===== src/rtl/ahb_stream_pkg.sv =====
// ahb_stream_pkg: shared constants for the AHB write-stream feeder.
//   State encodings for the command sequencer (IDLE -> ARM -> STREAM)
//   and hsize encodings used when building commands.
package ahb_stream_pkg;
    localparam logic [1:0] ST_IDLE   = 2'd0;
    localparam logic [1:0] ST_ARM    = 2'd1;
    localparam logic [1:0] ST_STREAM = 2'd2;
    localparam logic [2:0] HSIZE_BYTE = 3'd0;
    localparam logic [2:0] HSIZE_HALF = 3'd1;
    localparam logic [2:0] HSIZE_WORD = 3'd2;
endpackage


===== src/rtl/ahb_sync_fifo.sv =====
// ahb_sync_fifo: single-clock FIFO with first-word-fall-through read port.
//   i_hclk/i_hreset_n : clock, async active-low reset (flushes pointers/level)
//   i_push/i_push_data: write strobe and data; ignored while o_full
//   i_pop             : consume head; ignored while o_empty
//   o_head            : current head entry, valid whenever !o_empty
//   o_empty/o_full/o_level : occupancy status
module ahb_sync_fifo #(
    parameter int DATA_WDT   = 32,
    parameter int FIFO_DEPTH = 16
) (
    input  logic                          i_hclk,
    input  logic                          i_hreset_n,
    input  logic                          i_push,
    input  logic [DATA_WDT-1:0]           i_push_data,
    input  logic                          i_pop,
    output logic [DATA_WDT-1:0]           o_head,
    output logic                          o_empty,
    output logic                          o_full,
    output logic [$clog2(FIFO_DEPTH):0]   o_level
);
    localparam int AW = $clog2(FIFO_DEPTH);
    logic [DATA_WDT-1:0] mem_q [FIFO_DEPTH];
    logic [AW-1:0]       wr_ptr_q, rd_ptr_q;
    logic [AW:0]         level_q;
    logic                push_ok, pop_ok;
    // A push while full is dropped even if a pop happens on the same edge.
    assign push_ok = i_push && !o_full;
    assign pop_ok  = i_pop && !o_empty;
    assign o_empty = level_q == '0;
    assign o_full  = level_q == (AW+1)'(FIFO_DEPTH);
    assign o_level = level_q;
    assign o_head  = mem_q[rd_ptr_q];
    always_ff @(posedge i_hclk or negedge i_hreset_n) begin
        if (!i_hreset_n) begin
            wr_ptr_q <= '0;
            rd_ptr_q <= '0;
            level_q  <= '0;
        end else begin
            wr_ptr_q <= push_ok ? wr_ptr_q + AW'(1) : wr_ptr_q;
            rd_ptr_q <= pop_ok ? rd_ptr_q + AW'(1) : rd_ptr_q;
            level_q  <= level_q + (AW+1)'(push_ok) - (AW+1)'(pop_ok);
        end
    end
    // Storage needs no reset: the pointers define which entries are live.
    always_ff @(posedge i_hclk) begin
        if (push_ok) mem_q[wr_ptr_q] <= i_push_data;
    end
endmodule


===== src/rtl/ahb_wr_stream.sv =====
// ahb_wr_stream: buffers producer words and sequences one write command onto the ahb_master UI.
//   Producer side : i_push/i_push_data in; o_full, o_level, o_ovf (sticky overflow) out
//   Command side  : i_start/i_base_addr/i_size/i_len in; o_busy, o_done (1-cycle) out
//   UI side       : i_next in; o_data/o_dav/o_addr/o_size/o_wr/o_rd/o_min_len/o_cont out
//   After the first beat, UI outputs only change on an edge where i_next=1.
module ahb_wr_stream
    import ahb_stream_pkg::*;
#(
    parameter int DATA_WDT   = 32,
    parameter int BEAT_WDT   = 32,
    parameter int FIFO_DEPTH = 16
) (
    input  logic                          i_hclk,
    input  logic                          i_hreset_n,
    input  logic                          i_push,
    input  logic [DATA_WDT-1:0]           i_push_data,
    output logic                          o_full,
    output logic [$clog2(FIFO_DEPTH):0]   o_level,
    output logic                          o_ovf,
    input  logic                          i_start,
    input  logic [31:0]                   i_base_addr,
    input  logic [2:0]                    i_size,
    input  logic [BEAT_WDT-1:0]           i_len,
    output logic                          o_busy,
    output logic                          o_done,
    input  logic                          i_next,
    output logic [DATA_WDT-1:0]           o_data,
    output logic                          o_dav,
    output logic [31:0]                   o_addr,
    output logic [2:0]                    o_size,
    output logic                          o_wr,
    output logic                          o_rd,
    output logic [BEAT_WDT-1:0]           o_min_len,
    output logic                          o_cont
);
    logic [1:0]          state_q, state_d;
    logic [BEAT_WDT-1:0] issued_q, issued_d, accepted_q, accepted_d, len_q, len_d, acc_inc;
    logic [31:0]         addr_q, addr_d;
    logic [2:0]          size_q, size_d;
    logic [DATA_WDT-1:0] data_q, data_d, head;
    logic                dav_q, dav_d, wr_q, wr_d, cont_q, cont_d;
    logic                busy_q, busy_d, done_q, done_d, ovf_q, ovf_d;
    logic                pop, empty, full;
    ahb_sync_fifo #(.DATA_WDT(DATA_WDT), .FIFO_DEPTH(FIFO_DEPTH)) u_fifo (
        .i_hclk      (i_hclk),
        .i_hreset_n  (i_hreset_n),
        .i_push      (i_push),
        .i_push_data (i_push_data),
        .i_pop       (pop),
        .o_head      (head),
        .o_empty     (empty),
        .o_full      (full),
        .o_level     (o_level)
    );
    always_comb begin
        state_d    = state_q;
        issued_d   = issued_q;
        accepted_d = accepted_q;
        len_d      = len_q;
        addr_d     = addr_q;
        size_d     = size_q;
        data_d     = data_q;
        dav_d      = dav_q;
        wr_d       = wr_q;
        cont_d     = cont_q;
        busy_d     = busy_q;
        done_d     = 1'b0;
        pop        = 1'b0;
        // A beat is only consumed when the presented beat carried data.
        acc_inc    = accepted_q + BEAT_WDT'(dav_q);
        ovf_d      = ovf_q | (i_push & full);
        case (state_q)
            ST_IDLE: if (i_start) begin
                ovf_d = i_push & full;
                if (i_len != '0) begin
                    addr_d     = i_base_addr;
                    size_d     = i_size;
                    len_d      = i_len;
                    issued_d   = '0;
                    accepted_d = '0;
                    busy_d     = 1'b1;
                    state_d    = ST_ARM;
                end else begin
                    done_d = 1'b1;
                end
            end
            // The first beat is held back until data exists, so it is never a gap.
            ST_ARM: if (!empty) begin
                pop      = 1'b1;
                data_d   = head;
                dav_d    = 1'b1;
                wr_d     = 1'b1;
                cont_d   = 1'b0;
                issued_d = BEAT_WDT'(1);
                state_d  = ST_STREAM;
            end
            ST_STREAM: if (i_next) begin
                accepted_d = acc_inc;
                if (acc_inc == len_q) begin
                    wr_d    = 1'b0;
                    cont_d  = 1'b0;
                    dav_d   = 1'b0;
                    busy_d  = 1'b0;
                    done_d  = 1'b1;
                    state_d = ST_IDLE;
                end else begin
                    cont_d = 1'b1;
                    if (issued_q < len_q && !empty) begin
                        pop      = 1'b1;
                        data_d   = head;
                        dav_d    = 1'b1;
                        issued_d = issued_q + BEAT_WDT'(1);
                    end else begin
                        dav_d = 1'b0;
                    end
                end
            end
            default: state_d = ST_IDLE;
        endcase
    end
    always_ff @(posedge i_hclk or negedge i_hreset_n) begin
        if (!i_hreset_n) begin
            state_q    <= ST_IDLE;
            issued_q   <= '0;
            accepted_q <= '0;
            len_q      <= '0;
            addr_q     <= '0;
            size_q     <= '0;
            data_q     <= '0;
            dav_q      <= 1'b0;
            wr_q       <= 1'b0;
            cont_q     <= 1'b0;
            busy_q     <= 1'b0;
            done_q     <= 1'b0;
            ovf_q      <= 1'b0;
        end else begin
            state_q    <= state_d;
            issued_q   <= issued_d;
            accepted_q <= accepted_d;
            len_q      <= len_d;
            addr_q     <= addr_d;
            size_q     <= size_d;
            data_q     <= data_d;
            dav_q      <= dav_d;
            wr_q       <= wr_d;
            cont_q     <= cont_d;
            busy_q     <= busy_d;
            done_q     <= done_d;
            ovf_q      <= ovf_d;
        end
    end
    assign o_full    = full;
    assign o_ovf     = ovf_q;
    assign o_busy    = busy_q;
    assign o_done    = done_q;
    assign o_data    = data_q;
    assign o_dav     = dav_q;
    assign o_addr    = addr_q;
    assign o_size    = size_q;
    assign o_wr      = wr_q;
    assign o_rd      = 1'b0;
    assign o_min_len = len_q;
    assign o_cont    = cont_q;
endmodule


===== config.mk =====
export PLATFORM = sky130hd
export DESIGN_NAME = ahb_wr_stream
export DESIGN_NICKNAME = d
export VERILOG_FILES = /design/src/rtl/ahb_stream_pkg.sv /design/src/rtl/ahb_sync_fifo.sv /design/src/rtl/ahb_wr_stream.sv
export SDC_FILE = /design/constraint.sdc
export NUM_CORES = 1
export LEC_CHECK = 0
export CORE_MARGIN = 2
export CORE_UTILIZATION = 59
export DETAILED_ROUTE_END_ITERATION = 16
export PLACE_DENSITY = 0.89
export SLEW_MARGIN = 20
export SYNTH_ARGS = -nofsm -noshare
export SYNTH_HDL_FRONTEND = slang
export SYNTH_HIERARCHICAL = 1
export SYNTH_SLANG_ARGS = --single-unit

===== constraint.sdc =====
create_clock -name i_hclk -period 5.3 [get_ports i_hclk]
set_clock_uncertainty 0.1 [all_clocks]
set_input_delay 1.06 -clock i_hclk [delete_from_list [all_inputs] [get_ports i_hclk]]
set_output_delay 1.06 -clock i_hclk [all_outputs]
set_load 0.01 [all_outputs]

# Word-level counts from Yosys, hierarchy flattened

Memory sizes are Yosys's and may differ from the RTL's.
Cells that the tools add are included.

Memories: 1
Input port bits: 104
Bits in registers: 184
Bits in latches: 0
RAM bits: 512
Memory bits (read-only): 0
Output and inout port bits: 112
Word-level logic and storage cells: 103

Multiplexer cells: 47
Bitwise logic cells: 2
Divide/modulo/power cells: 0
Shifts and indexed selects: 0
Eq/ne operators: 11
$mul: 0
$add $sub $neg: 6
Reduce and logical (&&, ||, !) cells: 19
$lt $le $gt $ge: 1

Memories:

| memory       | words | bits a word | read ports | clocked after memory_dff | wr ports | line                | text |
|---|---|---|---|---|---|---|---|
| u_fifo.mem_q | 16    | 32          | 1          | 0                        | 1        | ahb_sync_fifo.sv:22 | `logic [DATA_WDT-1:0] mem_q [FIFO_DEPTH];` |

Operators with widths:

| operator                | number |
|---|---|
| $mux W32                | 11 |
| $pmux W32 S2            | 2 |
| $pmux W32 S3            | 1 |
| $add A32 B1 Y32         | 1 |
| $add A32 B1 Y32 const B | 1 |
| $eq A32 B32 Y1          | 1 |
| $lt A32 B32 Y1          | 1 |
| $reduce_bool A32 Y1     | 1 |
| $mux W1                 | 21 |
| $reduce_and A5 Y1       | 3 |
| $ne A2 B2 Y1 const B    | 7 |
| $pmux W1 S2             | 6 |
| $mux W2                 | 5 |
| $add A4 B1 Y4 const B   | 2 |
| $reduce_and A4 Y1       | 2 |
| $reduce_and A7 Y1       | 1 |
| $pmux W2 S3             | 1 |
| $reduce_and A3 Y1       | 2 |
| $add A5 B1 Y5           | 1 |
| $eq A5 B5 Y1 const B    | 1 |
| $logic_not A5 Y1        | 1 |
| $sub A5 B1 Y5           | 1 |
| $reduce_bool A2 Y1      | 2 |
| $logic_and A1 B1 Y1     | 3 |
| 7 further kinds         | 8 |

# Depth between registers and ports, before layout

Word-level depth: 9
Gate-level depth with buffers: 23
Mapped depth without buffers: 20

# By module

The synthesis kept the hierarchy.

Modules (own cells, without submodules):

| module        | cells each | sequential area each (sq um) | area each (sq um) | times used |
|---|---|---|---|---|
| ahb_sync_fifo | 1006       | 15700.1                      | 20404.6           | 1 |
| ahb_wr_stream | 984        | 4279.1                       | 9819.4            | 1 |

# Worst setup path after synthesis

No wires, ideal clock.

Kind: input -> register
From: input port i_push
To: memory u_fifo.mem_q[0][0], enable pin
Data arrival time: 4.486 ns
Stages: 4
Library setup time: 0.502 ns
Buffers on the path: 1
Path slack: 0.213 ns
Required time: 4.698 ns
Cells stage by stage: nor2b_1 clkbuf_2 inv_2 nor4_1

Cells in the longest elaborated chain, start to end: 3

Ends and longest elaborated chain:

| item                          | line                | text |
|---|---|---|
| from (decl)                   | ahb_wr_stream.sv:15 | `input logic i_push,` |
| $logic_and A1 B1 Y1           | ahb_sync_fifo.sv:27 | `assign push_ok = i_push && !o_full;` |
| $mux W1                       | ahb_sync_fifo.sv:46 | `if (push_ok) mem_q[wr_ptr_q] <= i_push_data;` |
| $mux W1 (not written as such) | ahb_sync_fifo.sv:46 |  |
| to (decl)                     | ahb_sync_fifo.sv:22 |  |

Every way passes these cells.

# Final worst setup path

From: register dav_q, in the netlist o_dav
To: register u_fifo.level_q[4], in the netlist u_fifo/o_level[4]

Cells in the longest elaborated chain, start to end: 7

Ends and longest elaborated chain:

| item                   | line                 | text |
|---|---|---|
| from (decl)            | ahb_wr_stream.sv:41  | `logic dav_q, dav_d, wr_q, wr_d, cont_q, cont_d;` |
| from (signal assigned) | ahb_wr_stream.sv:144 | `dav_q <= dav_d;` |
| $add A32 B1 Y32        | ahb_wr_stream.sv:70  | `acc_inc = accepted_q + BEAT_WDT'(dav_q);` |
| $eq A32 B32 Y1         | ahb_wr_stream.sv:99  | `if (acc_inc == len_q) begin` |
| $mux W1                | ahb_wr_stream.sv:99  |  |
| $mux W1                | ahb_wr_stream.sv:97  | `ST_STREAM: if (i_next) begin` |
| $pmux W1 S2            | ahb_wr_stream.sv:72  | `case (state_q)` |
| named net pop          | ahb_wr_stream.sv:43  | `logic pop, empty, full;` |
| $logic_and A1 B1 Y1    | ahb_sync_fifo.sv:28  | `assign pop_ok = i_pop && !o_empty;` |
| $sub A5 B1 Y5          | ahb_sync_fifo.sv:41  | `level_q <= level_q + (AW+1)'(push_ok) - (AW+1)'(pop_ok);` |
| to (signal assigned)   | ahb_sync_fifo.sv:41  |  |
| to (decl)              | ahb_sync_fifo.sv:24  | `logic [AW:0] level_q;` |

The timed path passes the listed nets, and every way through them passes these cells.
A chain may end at the register's enable or synchronous reset.

==> summary.md <==
| Metric | Value |
|---|---|
| Area occupied by multi-input gates | 9540 um^2 |
| Setup crit end kind | flop |
| Avg Cell Area, Syn | 15.2 um^2 |
| Die boundary height | 230 um |
| Cells after Synth | 1990 |
| Pwr dens | 548 nW/um^2 |
| Fin nets | 2371 |
| CTS tree | done |
| Fin crit share | 0.913 |
| Clk slew on worst S/H paths | 0.06 ns |
| Routability cong. | 0.969 |
| RSZ-0062 raised after global routing | false |
| Setup TNS | 0 ns |
| WP data arrival | 5.26 ns |
| Finished Layout Cells | 2951 |
| Synth warn | 6 |
| Setup Fix Bufs, Post-CTS | 0 |
| Row count | 82 |
| Hold depth | 1 |
| Syn Nets | 2143 |
| DRT iter0 DRCs | 2336 |
| First-pass GRT wire length | 122 mm |
| EDFF count, synth | 512 |
| CTS max path bufs | 3 |
| Switching share of power | 0.347 |
| Wire per inst | 27.5 um |
| # fillers | 3031 |
| Synth unique cells | 80 |
| Clock power frac | 0.258 |
| Share of layout cells above drive strength 1 | 0.147 |
| Setup CP Type | reg -> reg |
| DRT Pass-1 Iters | 6 |
| GRT overflow | 0 |
| # Max-Cap Violations | 0 |
| Remaining DRCs | 0 |
| Post-synth ARST share | 0.264 |
| Cts-stage hold buffer count | 0 |
| Largest net degree at the start of global routing | 95 |
| H-tree depth | 3 |
| Initial Util | 0.600 |
| Reg power frac | 0.384 |
| Peak VDD IR | 0.420 mV |
| Peak Freq | 207 MHz |
| Pin slew with the least headroom to its limit | 1.11 ns |
| Reg2reg path depth | 19 |
| Combinational share of power | 0.358 |
| Clk Latency, worst-skew pair | 0.63 ns |
| Endpoints failing setup | 0 |
| WL final | 81.0 mm |
| CTS sink cnt | 696 |
| Post-DP HPWL | 46.9 mm |
| NetSw | 0.00676 W |
| Fin. Hold Viols | 0 |
| Fin. max-slew vios | 0 |
| Die area | 53100 um^2 |
| Power Internal | 0.0127 W |
| Final worst slack | 0.460 ns |
| ANT nets after route | 0 |
| HP Class | reg -> reg |
| Number of buffers created by CTS | 71 |
| WP data required | 5.72 ns |
| Sequential-to-total area share from yosys stat | 0.661 |
| Core area | 50400 um^2 |
| Vias in the first global route | 20.3k |
| Vias per Instance | 6.69 |
| DIE WIDTH | 230 um |
| Top_reg_cell synth | edfxtp_1 |
| #FFs+latches synth | 696 |
| Total track usage | 0.306 |
| Placed insts | 2816 |
| Element type at the critical path start | flop |
| Setup WS pre-CTS | 0.535 ns |
| Leak | 13.0 nW |
| # IOs | 216 |
| Post-layout minimum cycle time | 4.84 ns |
| Synth Cell Area | 30200 um^2 |
| P&R area growth vs syn | 17.6% |
| CTS root buf | clkbuf_16 |
| Worst slew margin | 0.258 |
| Initial antenna violation count | 4 |
| Seq. cell area | 20000 um^2 |
| Via count | 19.7k |
| IO buf count | 214 |
| Status | complete, no violations |
| Crit-path max FO | 8 |
| PostCTS Resize Cnt | 0 |
cells by family after synthesis:
group | after synthesis | synth area share
buffers and inverters | 165 | 0.0266
xor gates and xnor gates | 57 | 0.0170
adders and majority gates | 49 | 0.0205
other | 1 | 0.000124
muxes | 297 | 0.129
and+or+nand+nor | 398 | 0.0684
DFF | 696 | 0.661
AOI/OAI and AO/OA | 327 | 0.0770
path summary, 6_finish.rpt:
kind	startpoint	endpoint	slack, ns
setup / recovery	o_dav	u_fifo/o_level[4]	0.46
hold / removal	o_data[25]	o_data[25]	0.38
setup reg to reg	o_dav	u_fifo/o_level[4]	0.46
hold reg to reg	o_data[25]	o_data[25]	0.38
max in group asynchronous	i_hreset_n	o_data[24]	3.64
min in group asynchronous	i_hreset_n	accepted_q[25]	0.45
cells in the mapped netlist (4+ instances only):
cell type / instances / area, um^2
buf_6: 19 / 214
nor3_1: 15 / 75.1
xor2_1: 24 / 210
or3_1: 7 / 43.8
a221oi_1: 64 / 561
mux2_2: 71 / 800
dfrtp_1: 184 / 4600
clkbuf_1: 57 / 214
ha_1: 48 / 601
nand4_1: 36 / 225
inv_1: 54 / 203
buf_2: 27 / 135
mux4_2: 62 / 1400
nand4b_1: 4 / 35.0
nand3_1: 42 / 210
a21o_1: 11 / 82.6
mux2i_1: 132 / 1320
o311ai_0: 6 / 52.6
edfxtp_1: 512 / 15400
o31ai_1: 17 / 128
mux2_1: 30 / 338
a31oi_1: 8 / 50.1
nor2b_1: 4 / 25.0
xnor2_1: 32 / 280
nand2_1: 135 / 507
or4_1: 18 / 135
and2_1: 18 / 113
a22oi_1: 32 / 240
nor2_1: 57 / 214
buf_1: 4 / 15.0
a21oi_1: 29 / 145
nor4_1: 20 / 125
nand2b_1: 6 / 37.5
and3_1: 12 / 75.1
o21ai_0: 85 / 425
o22ai_1: 5 / 31.3
o211ai_1: 22 / 165
and4_1: 8 / 70.1
a22o_1: 5 / 43.8
per-stage QoR:
stage               instance area (um^2)  power, W  hold WS [ns]   util
floorplan                          30200    0.0116         0.367      -
global placement                   33200    0.0139         0.369  0.659
detailed placement                 33200    0.0143         0.374  0.659
CTS                                35500    0.0194         0.387  0.705
global route                       35600    0.0202         0.403  0.706
finish                             35600    0.0195         0.383  0.706
cells in the final DEF, fill, tap and decap left out, types with 14 or more instances in the layout:
cell type        Yosys  routed
edfxtp_1           512     512
clkdlybuf4s50_1      0     213
dfrtp_1            184     182
nand2_1            135     135
mux2i_1            132     132
o21ai_0             85      85
clkbuf_16            0      73
mux2_2              71      71
a221oi_1            64      64
mux4_2              62      62
inv_1               54      53
nor2_1              57      53
ha_1                48      48
buf_4                2      43
nand3_1             42      42
nand4_1             36      36
xnor2_1             32      32
a22oi_1             32      32
mux2_1              30      30
a21oi_1             29      28
xor2_1              24      24
o211ai_1            22      22
or4_1               18      18
o31ai_1             17      17
nor4_1              20      16
nor3_1              15      15
clkbuf_1            57      14
registers in the layout (all words and copies together) (netlist names), 4 cells and up:
register,flops
accepted_q,32
issued_q,32
o_addr,32
o_data,32
o_min_len,32
u_fifo/mem_q,512
u_fifo/o_level,5
u_fifo/rd_ptr_q,4
u_fifo/wr_ptr_q,4
critical path, cell delays in order, from the launching register on:
cell and delay (ns):
dfrtp_1 0.42, ha_1 0.34, nand2_1 0.19, nor4_4 0.44, mux2i_1 0.14, a2111o_1 0.37
nor4_1 0.46, nand4_1 0.29, o21ai_2 0.22, nor2_1 0.06, o21a_1 0.18, nor2b_1 0.15
ha_1 0.29, inv_1 0.04, ha_1 0.20, fa_1 0.40, a21oi_1 0.16, nor2_1 0.06
nor2_1 0.12, xnor2_1 0.13
power by group through the flow:
stage | Combinational, W | Clock [W] | Sequential [W]
after global placement | 0.00646 | 0 | 0.00746
final | 0.00698 | 0.00503 | 0.00747
after floorplan | 0.00420 | 0 | 0.00742
after detailed placement | 0.00671 | 0 | 0.00754
after global routing | 0.00738 | 0.00531 | 0.00754
after CTS | 0.00687 | 0.00509 | 0.00746
routing by layer:
layer  global-route usage  wire length (um)  up-vias
met5                    0                26        -
met3               0.0663              7720      276
met4                0.144              3440        4
met1                0.383             29100     9864
li1                     -                 -     8276
met2                0.514             40700     1308
cell type report:
class,count,area share
clock inverter,39,0.0111
timing repair buffer,265,0.0741
sequential,696,0.562
tap,672,0.0236
antenna,3,0.000211
inverter,55,0.00581
clock buffer,92,0.0548
multi-input combinational,1129,0.268
Note: power is estimated with default switching activity, not from simulation.
